--- src/rtl/coef_loader.sv ---
// -----------------------------------------------------------------------------
// coef_loader
//
// Builds a set of NUM_COEF signed coefficients from a narrow pin bus and hands
// each finished set to the watchdog calculation core.
//
// Chunks arrive MSB-first, LOAD_CHUNKS chunks of PIN_W bits per coefficient.
// They collect in a shadow bank. When the core is idle, the shadow bank is
// extended to COEF_W and committed to the active bank. A level start request
// is then raised and held until the core reports busy. Because the bank is
// double buffered, the next set can load while the core is still running.
//
// Ports
//   clk          system clock, rising edge
//   rst_n        asynchronous active-low reset
//   in_data      PIN_W chunk on the pins
//   in_valid     chunk strobe, accepted when in_valid && in_ready
//   in_ready     shadow bank can take a chunk (shadow not full)
//   load_clr     synchronous abort of a partial or complete shadow load
//   core_busy    core running (level)
//   coef         active bank, coefficient i at [i*COEF_W +: COEF_W]
//   start_calc   level start request, held until core_busy is seen
//   set_pending  a complete set is waiting in the shadow bank
//   overrun      sticky, a strobe arrived while in_ready was low
// -----------------------------------------------------------------------------
module coef_loader #(
    parameter int NUM_COEF    = 2,
    parameter int COEF_W      = 32,
    parameter int PIN_W       = 8,
    parameter int LOAD_CHUNKS = 1,
    parameter int SIGN_EXT    = 0
) (
    input  logic                              clk,
    input  logic                              rst_n,
    input  logic [PIN_W-1:0]                  in_data,
    input  logic                              in_valid,
    output logic                              in_ready,
    input  logic                              load_clr,
    input  logic                              core_busy,
    output logic signed [NUM_COEF*COEF_W-1:0] coef,
    output logic                              start_calc,
    output logic                              set_pending,
    output logic                              overrun
);

    localparam int LOAD_W   = LOAD_CHUNKS * PIN_W;
    localparam int CHUNK_CW = (LOAD_CHUNKS > 1) ? $clog2(LOAD_CHUNKS) : 1;
    localparam int COEF_CW  = (NUM_COEF > 1) ? $clog2(NUM_COEF) : 1;

    typedef enum logic [1:0] {
        S_IDLE     = 2'd0,
        S_WAIT_ACK = 2'd1,
        S_RUN      = 2'd2
    } state_t;

    state_t              state_q;
    state_t              state_d;
    logic                start_d;
    logic                commit;

    logic [LOAD_W-1:0]   shadow [NUM_COEF];
    logic                shadow_full;
    logic [CHUNK_CW-1:0] chunk_idx;
    logic [COEF_CW-1:0]  coef_idx;
    logic                accept;
    logic                chunk_last;
    logic                coef_last;

    // Shift one chunk into the LSBs of a partially built value. A shift by the
    // full width yields zero, so a single-chunk load simply takes the chunk.
    function automatic logic [LOAD_W-1:0] shift_chunk(input logic [LOAD_W-1:0] prev,
                                                      input logic [PIN_W-1:0]  chunk);
        logic [LOAD_W-1:0] t;
        t             = prev << PIN_W;
        t[PIN_W-1:0]  = chunk;
        return t;
    endfunction

    // Widen a loaded value to the output coefficient width.
    function automatic logic signed [COEF_W-1:0] extend(input logic [LOAD_W-1:0] v);
        logic signed [LOAD_W-1:0] sv;
        sv = signed'(v);
        if (SIGN_EXT != 0) begin
            return COEF_W'(sv);
        end else begin
            return signed'(COEF_W'(v));
        end
    endfunction

    assign in_ready    = !shadow_full;
    assign set_pending = shadow_full;
    assign accept      = in_valid && in_ready;
    assign chunk_last  = (chunk_idx == CHUNK_CW'(LOAD_CHUNKS - 1));
    assign coef_last   = (coef_idx == COEF_CW'(NUM_COEF - 1));

    // Load path: counters, shadow bank, full flag, overrun flag.
    always_ff @(posedge clk or negedge rst_n) begin
        if (!rst_n) begin
            chunk_idx   <= '0;
            coef_idx    <= '0;
            shadow_full <= 1'b0;
            overrun     <= 1'b0;
            for (int i = 0; i < NUM_COEF; i++) begin
                shadow[i] <= '0;
            end
        end else if (load_clr) begin
            // Abort wins over any accept or commit in the same cycle.
            chunk_idx   <= '0;
            coef_idx    <= '0;
            shadow_full <= 1'b0;
            overrun     <= 1'b0;
        end else begin
            if (in_valid && !in_ready) begin
                overrun <= 1'b1;
            end
            if (commit) begin
                shadow_full <= 1'b0;
            end
            // The commit needs shadow_full=1, and accept needs shadow_full=0,
            // so the two never happen in the same cycle.
            if (accept) begin
                shadow[coef_idx] <= shift_chunk(shadow[coef_idx], in_data);
                if (chunk_last) begin
                    chunk_idx <= '0;
                    if (coef_last) begin
                        coef_idx    <= '0;
                        shadow_full <= 1'b1;
                    end else begin
                        coef_idx <= coef_idx + COEF_CW'(1);
                    end
                end else begin
                    chunk_idx <= chunk_idx + CHUNK_CW'(1);
                end
            end
        end
    end

    // Handshake FSM with the core: state register, start request, active bank.
    always_ff @(posedge clk or negedge rst_n) begin
        if (!rst_n) begin
            state_q    <= S_IDLE;
            start_calc <= 1'b0;
            coef       <= '0;
        end else begin
            state_q    <= state_d;
            start_calc <= start_d;
            if (commit) begin
                for (int i = 0; i < NUM_COEF; i++) begin
                    coef[i*COEF_W +: COEF_W] <= extend(shadow[i]);
                end
            end
        end
    end

    always_comb begin
        state_d = state_q;
        start_d = 1'b0;
        commit  = 1'b0;
        case (state_q)
            S_IDLE: begin
                if (shadow_full && !core_busy && !load_clr) begin
                    commit  = 1'b1;
                    start_d = 1'b1;
                    state_d = S_WAIT_ACK;
                end
            end
            S_WAIT_ACK: begin
                start_d = 1'b1;
                if (core_busy) begin
                    start_d = 1'b0;
                    state_d = S_RUN;
                end
            end
            S_RUN: begin
                if (!core_busy) begin
                    state_d = S_IDLE;
                end
            end
            default: begin
                state_d = S_IDLE;
                start_d = 1'b0;
            end
        endcase
    end

endmodule

--- config.mk ---
export PLATFORM = sky130hd
export DESIGN_NAME = coef_loader
export DESIGN_NICKNAME = d
export VERILOG_FILES = /design/src/rtl/coef_loader.sv
export SDC_FILE = /design/constraint.sdc
export NUM_CORES = 1
export LEC_CHECK = 0
export BUFFER_PORTS_ARGS = -buffer_cell sky130_fd_sc_hd__buf_2
export CAP_MARGIN = 20
export CORE_MARGIN = 4
export CORE_UTILIZATION = 40
export CTS_CLUSTER_SIZE = 28
export DETAILED_ROUTE_END_ITERATION = 10
export GPL_TIMING_DRIVEN = 0
export PLACE_DENSITY = 0.69
export SETUP_SLACK_MARGIN = 0.1
export SLEW_MARGIN = 20
export SYNTH_ARGS = -nofsm -noshare
export SYNTH_HDL_FRONTEND = slang
export SYNTH_SLANG_ARGS = --single-unit
--- constraint.sdc ---
create_clock -name clk -period 4.34 [get_ports clk]
set_clock_uncertainty 0.05 [all_clocks]
set_input_delay 0.217 -clock clk [delete_from_list [all_inputs] [get_ports clk]]
set_output_delay 0.217 -clock clk [all_outputs]
set_load 0.005 [all_outputs]
==> summary.md <==
| Metric | Value |
|---|---|
| Max cap viols | 0 |
| Post-CTS Resized | 0 |
| CTS Sinks | 38 |
| Crit Reg-Reg Startpoint | state_q[1]$_DFFE_PN0P_ |
| Crit Path Category | register to register |
| Die X | 76.13 um |
| Layout cells sized above 1 | 0.5378 |
| Setup bufs post-CTS | 0 |
| Remaining DRCs | 0 |
| Starting Density | 0.4206 |
| HP Class | primary input to async pin |
| Most common cell in the synthesized netlist | buf_4 |
| Largest net degree at the start of global routing | 39 |
| Period Utilization, post-route | 0.4356 |
| Post-DP HPWL | 2185 um |
| Final nets | 238 |
| P&R area growth vs syn | 25.74% |
| Failing checks | hold timing |
| Cell family with most CP delay | simple AND/OR/NAND/NOR gates |
| Crit path from | state_q[1]$_DFFE_PN0P_ |
| Placed cell area | 2258 um^2 |
| # setup viols final | 0 |
| Post-synth EDFFs | 0 |
| Asr flop ratio synth | 1.000 |
| Synth cell count leaders | buf_4 (48), dfrtp_1 (38), mux2_2 (22) |
| WL per Instance | 10.31 um |
| Seq/Total Area, Yosys | 0.5121 |
| Largest family of logic cells by synthesized area | buffers and inverters |
| Antenna cells | 0 |
| CTS Root Cell | clkbuf_8 |
| CP Cell Sequence | or3_1 -> or3_1 -> buf_6 -> buf_12 -> mux2_4 |
| Vias in the first global route | 1055 |
| Outcome | finished, violations left |
| Worst-skew pair later-pin latency | 280 ps |
| Dominant synthesized flop cell | dfrtp_1 |
| Setup_tns | 0 ps |
| Routed Antenna Nets | 0 |
| Synth Area in Compound Gates | 0.007412 |
| Via density per instance | 3.762 |
| Max H-tree Level | 2 |
| Actual slew at the worst max-slew pin | 808.9 ps |
| Netlist Area Pre-Place | 1857 um^2 |
| Max Transition Viols Final | 0 |
| Reg-to-reg endpoint | coef[37]$_DFFE_PN0P_ |
| Top cell type's share of synthesized area | 0.5121 |
| Top cell by count, worst path | or3_1 |
| P_leak | 1.336 nW |
| Core ar. | 4414 um^2 |
| Worst R2R Path Depth | 5 |
| Startpoint Class | register |
| Synth area leader | dfrtp_1 |
| CTS tree | done |
| Total number of cells along the worst setup path | 5 |
| Synth Area in Simple Gates | 0.03976 |
| Global placement routability congestion | 0.7136 |
| Clk buf depth | 2 |
| WP data arrival | 2010 ps |
| Post-route cell area | 2335 um^2 |
| Buf/Inv on CP | 2 |
| Pre-Repair DR Iteration Count | 3 |
| Final hold violations | 38 |
| CP Capture Type | register |
| Post-synthesis mux area share | 0.2143 |
| Pwr dens | 435.2 nW/um^2 |
| Number of port buffers | 32 |
| Worst Setup EP | coef[37]$_DFFE_PN0P_ |
| Initial DRC count | 14 |
| CTS buffer count | 5 |
| Crit-path max cell delay | 410 ps |
| Initial antenna violation count | 0 |
| Req. time, crit path | 4460 ps |
| Hold Slack | -31.25 ps |
| Largest cells by area after synthesis | dfrtp_1 (51%), buf_4 (19%), mux2_2 (13%), mux2_4 (8.1%), buf_12 (1.1%) |
| Syn avg cell area | 13.36 um^2 |
| RSZ-0062 raised after global routing | no |
| Number of synthesized register bits | 38 |
| Synth cell types | 20 |
| Min Tclk post-route | 1890 ps |
| CP max FO | 10 |
| Reg2Reg Setup Slack | 2450 ps |
| Slew margin rel. | 0.4607 |
| Via Count | 1042 |
| Post-synthesis xor/xnor area fraction | 0.009434 |
| Die Footprint | 5796 um^2 |
| Gr usage total | 0.1072 |
| First-pass GRT wire length | 4905 um |
| Slowest CP cell | dfrtp_1 |
| Fmax achieved | 529.0 MHz |
| Hold_buf cts | 0 |
| DIE HEIGHT | 76.13 um |
| Synthesis Warnings | 0 |
| Io pins | 81 |
| Mapped Cells | 139 |
| Clk pin slew, worst setup/hold paths | 70 ps |
| Post-Synth Adder-Cell Area | 0 |
| Post-Route WL | 2855 um |
| Remaining Overflow, GRT | 0 |
| Row Count | 24 |
| VDD IR max | 0.1284 mV |
==> per-stage QoR <==
step,setup WS (ps),power [mW],utilization,hold WS (ps),instances
2_1_floorplan,2517,0.7044,-,-128.6,186
3_3_place_gp,2463,0.7993,0.5116,309.5,270
3_5_place_dp,2432,0.8082,0.5116,305.8,270
4_1_cts,2417,1.031,0.5289,0.4160,277
5_1_grt,2305,1.086,0.5289,40.42,277
6_report,2450,1.016,0.5289,-31.25,277
==> registers in the layout, summed over array words and instances, names as in the netlist <==
signal and count:
coef 16, coef_idx 1, overrun 1, set_pending 1
shadow 16, start_calc 1, state_q 2
==> cell type report <==
class | instances | area (um^2)
well taps | 52 | 65.06
clock buffers | 7 | 76.32
repair buffers | 32 | 160.2
plain buffers | 51 | 395.4
flip-flops and latches | 38 | 950.9
fillers | 388 | 2079
inverters | 1 | 3.754
multi-input cells | 96 | 683.2
==> cells in the final DEF (no fill, tap or decap) <==
master,Yosys,routed
mux2_4,10,10
inv_1,1,1
a21oi_1,1,1
conb_1,1,48
nor3b_2,1,1
and3b_1,1,1
clkbuf_8,0,5
and2_1,1,1
buf_2,0,32
xnor2_1,1,1
dfrtp_1,38,38
or3_1,2,2
xor2_1,1,1
nor2_1,3,3
nor3_1,2,2
buf_12,1,1
a21o_2,1,1
buf_6,1,1
clkbuf_1,1,3
mux2_2,22,22
buf_4,48,48
nor2b_1,2,2
==> routing by layer <==
metal / vias to the layer above / global-route usage / share of wire
met4: 0 / 0.06294 / 0.027
met5: - / 0 / 0
li1: 535 / - / -
met3: 6 / 0.05083 / 0.094
met2: 45 / 0.1618 / 0.47
met1: 456 / 0.1229 / 0.41
==> worst register-to-register path: cells and delay by family, from the launching register on <==
kind	cells	cell delay (ps)
AND/OR/NAND/NOR	2	720
multiplexers	1	300
flip-flops	1	410
buffers and inverters	2	310
==> logic make-up (layout without fill, tap and decap cells) <==
| family | count (synthesis) | after routing |
|---|---|---|
| buffers and inverters | 52 | 91 |
| AND/OR/NAND/NOR | 12 | 12 |
| other | 1 | 48 |
| multiplexers | 32 | 32 |
| XOR/XNOR | 2 | 2 |
| flip-flops | 38 | 38 |
| AO/OA/AOI/OAI | 2 | 2 |
==> worst min-delay path by stage <==
stage | to | slack (ps) | from
6_report | coef[39]$_DFFE_PN0P_ | -30 | rst_n
5_1_grt | coef[3]$_DFFE_PN0P_ | 40 | rst_n
4_1_cts | coef[3]$_DFFE_PN0P_ | 0.4 | rst_n
3_5_place_dp | coef[39]$_DFFE_PN0P_ | 310 | rst_n
3_3_place_gp | coef[37]$_DFFE_PN0P_ | 310 | rst_n
2_1_floorplan | coef[0]$_DFFE_PN0P_ | -130 | rst_n
==> where the power goes <==
part / switching (mW) / total (mW) / internal (mW)
Sequential: 0.0550 / 0.523 / 0.468
Combinational: 0.0888 / 0.273 / 0.184
Clock: 0.110 / 0.220 / 0.110
Note: power is estimated with default switching activity, not from simulation.
